`src/rtl/dmem_arb_pkg.sv`:
```
// Shared types and constants for the data-memory arbiter.
// Imported by dmem_arbiter and rr_arbiter2.
package dmem_arb_pkg;

    typedef enum logic [1:0] {
        FREE  = 2'd0,
        LOCK0 = 2'd1,
        LOCK1 = 2'd2
    } state_t;

    localparam int         LOCK_MAX    = 4;
    localparam logic [2:0] IDLE_FUNCT3 = 3'b010;

endpackage

```
`src/rtl/rr_arbiter2.sv`:
```
// Two-input round-robin arbiter.
// Combinational grant; the priority pointer advances on every grant.
module rr_arbiter2
    import dmem_arb_pkg::*;
(
    input  logic       clk,
    input  logic       reset,
    input  logic [1:0] req,
    output logic [1:0] gnt
);

    // index of the requester favoured on a conflict
    logic prio;

    always_comb begin
        gnt = 2'b00;
        unique case (req)
            2'b01:   gnt = 2'b01;
            2'b10:   gnt = 2'b10;
            2'b11:   gnt = prio ? 2'b10 : 2'b01;
            default: gnt = 2'b00;
        endcase
    end

    always_ff @(posedge clk) begin
        if (reset) begin
            prio <= 1'b0;
        end else if (|gnt) begin
            prio <= gnt[0];
        end
    end

endmodule

```
`src/rtl/dmem_arbiter.sv`:
```
// Two-requester data-memory arbiter with read-modify-write locking
// and a registered load-return path.
module dmem_arbiter
    import dmem_arb_pkg::*;
#(
    parameter int NREQ       = 2,
    parameter int RD_LATENCY = 1
) (
    input  logic                 clk,
    input  logic                 reset,
    input  logic [NREQ-1:0]      req,
    input  logic [NREQ-1:0]      req_we,
    input  logic [NREQ-1:0]      req_lock,
    input  logic [3*NREQ-1:0]    req_funct3,
    input  logic [32*NREQ-1:0]   req_addr,
    input  logic [32*NREQ-1:0]   req_wdata,
    output logic [NREQ-1:0]      gnt,
    output logic [NREQ-1:0]      rvalid,
    output logic [31:0]          rdata,
    output logic                 dmem_wren,
    output logic [2:0]           funct3,
    output logic [31:0]          dmem_address,
    output logic [31:0]          dmem_data_in,
    input  logic [31:0]          dmem_data_out
);

    state_t     state, state_n;
    logic [1:0] hold, hold_n;
    logic [1:0] elig;
    logic [1:0] arb_gnt;
    logic       gnt_any;
    logic       sel;

    logic       pend_v [RD_LATENCY];
    logic       pend_o [RD_LATENCY];

    // a lock narrows eligibility to its owner; reset blocks everyone
    always_comb begin
        elig = 2'b11;
        if (reset) begin
            elig = 2'b00;
        end else begin
            unique case (state)
                LOCK0:   elig = 2'b01;
                LOCK1:   elig = 2'b10;
                default: elig = 2'b11;
            endcase
        end
    end

    rr_arbiter2 u_rr (
        .clk   (clk),
        .reset (reset),
        .req   (req & elig),
        .gnt   (arb_gnt)
    );

    assign gnt     = arb_gnt;
    assign gnt_any = |arb_gnt;
    assign sel     = arb_gnt[1];

    always_comb begin
        dmem_wren    = 1'b0;
        funct3       = IDLE_FUNCT3;
        dmem_address = '0;
        dmem_data_in = '0;
        if (gnt_any) begin
            dmem_wren    = sel ? req_we[1]         : req_we[0];
            funct3       = sel ? req_funct3[5:3]   : req_funct3[2:0];
            dmem_address = sel ? req_addr[63:32]   : req_addr[31:0];
            dmem_data_in = sel ? req_wdata[63:32]  : req_wdata[31:0];
        end
    end

    always_comb begin
        state_n = state;
        hold_n  = hold;
        unique case (state)
            FREE: begin
                if (arb_gnt[0] && req_lock[0]) begin
                    state_n = LOCK0;
                    hold_n  = 2'd1;
                end else if (arb_gnt[1] && req_lock[1]) begin
                    state_n = LOCK1;
                    hold_n  = 2'd1;
                end
            end
            LOCK0: begin
                if (!arb_gnt[0] || !req_lock[0] ||
                    hold == 2'(LOCK_MAX - 1)) begin
                    state_n = FREE;
                    hold_n  = 2'd0;
                end else begin
                    hold_n  = hold + 2'd1;
                end
            end
            LOCK1: begin
                if (!arb_gnt[1] || !req_lock[1] ||
                    hold == 2'(LOCK_MAX - 1)) begin
                    state_n = FREE;
                    hold_n  = 2'd0;
                end else begin
                    hold_n  = hold + 2'd1;
                end
            end
            default: begin
                state_n = FREE;
                hold_n  = 2'd0;
            end
        endcase
    end

    always_ff @(posedge clk) begin
        if (reset) begin
            state <= FREE;
            hold  <= 2'd0;
        end else begin
            state <= state_n;
            hold  <= hold_n;
        end
    end

    // load owner travels alongside the memory latency
    always_ff @(posedge clk) begin
        if (reset) begin
            for (int i = 0; i < RD_LATENCY; i++) begin
                pend_v[i] <= 1'b0;
                pend_o[i] <= 1'b0;
            end
        end else begin
            pend_v[0] <= gnt_any & ~dmem_wren;
            pend_o[0] <= sel;
            for (int i = 1; i < RD_LATENCY; i++) begin
                pend_v[i] <= pend_v[i-1];
                pend_o[i] <= pend_o[i-1];
            end
        end
    end

    always_comb begin
        rvalid = 2'b00;
        rdata  = '0;
        if (pend_v[RD_LATENCY-1] && !reset) begin
            rvalid = pend_o[RD_LATENCY-1] ? 2'b10 : 2'b01;
            rdata  = dmem_data_out;
        end
    end

endmodule

```
`config.mk`:
```
export PLATFORM = sky130hd
export DESIGN_NAME = dmem_arbiter
export DESIGN_NICKNAME = d
export VERILOG_FILES = /design/src/rtl/dmem_arb_pkg.sv /design/src/rtl/rr_arbiter2.sv /design/src/rtl/dmem_arbiter.sv
export SDC_FILE = /design/constraint.sdc
export NUM_CORES = 1
export LEC_CHECK = 0
export CAP_MARGIN = 20
export CORE_AREA = 2 2 107 109
export DETAILED_ROUTE_END_ITERATION = 6
export DIE_AREA = 0 0 109 111
export PLACE_DENSITY = 0.72
export SLEW_MARGIN = 15
export SYNTH_ARGS = -nofsm -noshare
export SYNTH_HDL_FRONTEND = slang
export SYNTH_SLANG_ARGS = --single-unit
```
`constraint.sdc`:
```
create_clock -name clk -period 2.6 [get_ports clk]
set_clock_uncertainty 0.1 [all_clocks]
set_input_delay 0.52 -clock clk [delete_from_list [all_inputs] [get_ports clk]]
set_output_delay 0.52 -clock clk [all_outputs]
set_load 0.01 [all_outputs]
```
==> impl_metrics.json, run 1 <==
{
  "placed_area_mm2": 0.00462,
  "antenna_found_initial": 0,
  "cts_tree": "built",
  "worstHoldPathType": "register to register",
  "final_area_mm2": 0.00470,
  "clkTransAtPathRegs_ns": 0.04,
  "ir_worst_vdd_mv": 0.174,
  "synth_nets": 443,
  "ys_ff_latch": 7,
  "syn_area_mm2": 0.00164,
  "crit_slowest_cell": "clkdlybuf4s50_1",
  "async_flop_share_pct": 0,
  "fin_nets": 731,
  "final_max_slew_viol_count": 0,
  "synthToLayoutAreaGrowth_pct": 187,
  "dr.pass1.iters": 4,
  "syn_avg_cell_area_um2": 6.12,
  "synth.distinct_cells": 38,
  "grt_pass1_wl_um": 15300,
  "cts_made_buffers": 3,
  "cts_sinks": 7,
  "fillers": 1108,
  "hold_violations": 0,
  "core_mm2": 0.0111,
  "ant_nets": 0,
  "drt_iter0_drc": 109,
  "fp.dieH_um": 111,
  "fp-row-count": 39,
  "status": "finished clean",
  "required_ns": 1.98,
  "fmax_ghz": 0.393,
  "crit_path_end_kind": "output port",
  "worst_pin_slew_ns": 0.265,
  "grt_start_max_net_pins": 40,
  "diodes": 0,
  "power.total_uw": 1130,
  "yosys_warnings": 0,
  "layout_min_cycle_time_ns": 2.54,
  "slew_headroom_pct": 82.2,
  "fin_crit_sh_pct": 97.8,
  "dp_hpwl_um": 8310,
  "gp_congestion": 0.925,
  "globalRouteOverflowTotal": 0,
  "cellPowerDensity_mw_per_mm2": 242,
  "slowest_delay_ns": 0.55,
  "cp.arrival_ns": 1.92,
  "clockRootBuffer": "clkbuf_16",
  "post-route-drc-count": 0,
  "final_cell_mix": "clkdlybuf4s50_1 (186), nor2_1 (73), a21oi_1 (40)",
  "maxCapViolCount": 0,
  "htreeDepth": 1,
  "wl_per_cell_um": 15.4,
  "die_x_um": 109,
  "crit_type": "input port to output port",
  "yosysSeqAreaShare_pct": 8.55,
  "fin_cells": 698,
  "rsz0062_at_grt": "false",
  "cp-start-kind": "input port",
  "vias": 3032,
  "power_leakage_uw": 0.00233,
  "worstPathCellList": "dlygate4sd2_1 -> nor2b_4 -> o211ai_4 -> inv_4 -> buf_4 -> buf_12 -> clkdlybuf4s50_1",
  "dpl.cell_count": 681,
  "mostFrequentLayoutCell": "clkdlybuf4s50_1",
  "cp_max_fo": 16,
  "cp_top_family": "buffers and inverters",
  "utilization_pct": 42.4,
  "critPathBufInv": 5,
  "finalSetupViolations": 0,
  "cts_buffer_depth": 2,
  "synth-edff-count": 0,
  "io-pin-count": 278,
  "syn_inst": 268,
  "final.setup.tns_ns": 0,
  "die-area_mm2": 0.0121,
  "start_util_pct": 14.8,
  "wl_um": 10800,
  "io_buffers": 277,
  "cts_hold_buf": 0,
  "drive_gt1_share_pct": 22.3,
  "ys.flop_type": "dfxtp_1",
  "via_per_inst": 4.34,
  "grt_usage_pct": 16.1,
  "grt_pass1_vias": 3078,
  "clk_latency_ns": 0.23
}
[path summary, 6_finish.rpt]
path	end	from	slack [ns]	cells past startpoint
max	gnt[0]	req[0]	0.06	7
min	hold[0]	hold[0]	0.42	2
max reg2reg	hold[0]	hold[0]	1.11	4
min reg2reg	hold[0]	hold[0]	0.42	2
[state kept, by name (all words and copies together) (netlist names)]
register   count
pend_o         1
state          2
hold           2
u_rr.prio      1
pend_v         1
[per-layer routing]
| layer | GRT usage (%) | part of all wire [%] | wire length (um) |
|---|---|---|---|
| met3 | 3.47 | 10 | 1110 |
| met5 | 0 | 0 | 0 |
| met1 | 16.0 | 35 | 3750 |
| met4 | 4.27 | 1.7 | 179 |
| met2 | 32.3 | 53 | 5730 |
[where the power goes]
| part | internal, uW | total, uW | leakage, uW | switching (uW) |
|---|---|---|---|---|
| clock network | 205 | 269 | 0.0000382 | 64.5 |
| registers | 115 | 122 | 0.0000587 | 6.92 |
| logic | 458 | 743 | 0.00223 | 285 |
[layout make-up]
| cell class | count | area [um2] | area share (%) |
|---|---|---|---|
| timing repair buffer | 307 | 2920 | 62.1 |
| multi-input combinational | 234 | 1370 | 29.1 |
| tap | 143 | 179 | 3.81 |
| sequential | 7 | 144 | 3.06 |
| clock buffer | 4 | 78.8 | 1.68 |
| inverter | 3 | 13.8 | 0.293 |
[synth_stat cells, types with 2 or more instances]
library cell,count,area share (%)
inv_1,2,0.46
dfxtp_1,7,8.5
clkbuf_1,7,1.6
o21ai_0,2,0.61
buf_2,6,1.8
nor2b_1,4,1.5
nand2b_4,2,1.7
a22o_1,24,13
a21oi_1,45,14
nor3_1,2,0.61
nor2_2,9,3.4
nand2_1,16,3.7
and2_1,34,13
nand3b_1,2,0.92
nor2_1,74,17
buf_6,10,6.9
[worst min-delay path: cells and delay by family (launching register included)]
kind	cells	cell delay (ns)
AOI/OAI and AO/OA	1	0.12
buffers and inverters	1	0.06
DFF	1	0.31
[per-stage QoR]
stage | worst slack, ns | hold WS (ns)
5_1_grt | 0.00707 | 0.433
3_5_place_dp | -0.639 | 0.411
4_1_cts | 0.000138 | 0.421
3_3_place_gp | -0.609 | 0.382
6_report | 0.0575 | 0.420
2_1_floorplan | 0.272 | 0.373
[cell families after synthesis]
logic type	count (synthesis)	share of synthesized area, %
and+or+nand+nor	154	46.9
buffers and inverters	27	11.5
adders and majority gates	1	0.763
DFF	7	8.55
AOI/OAI and AO/OA	79	32.4
[what timing repair did]
action / in CTS / in global routing
setup endpoints to repair: 104 / 66
cloned: 4 / 1
pin swaps: 2 / 2
gates resized for setup: 180 / 87
buffers inserted: 8 / 1
Note: power is estimated with default switching activity, not from simulation.
==> inputs of run 2 (changes only) <==
GPL_ROUTABILITY_DRIVEN = 0   (was default)
==> results of run 2 <==
Same layout as run 1: the final DEF is identical, and so are final timing and power.
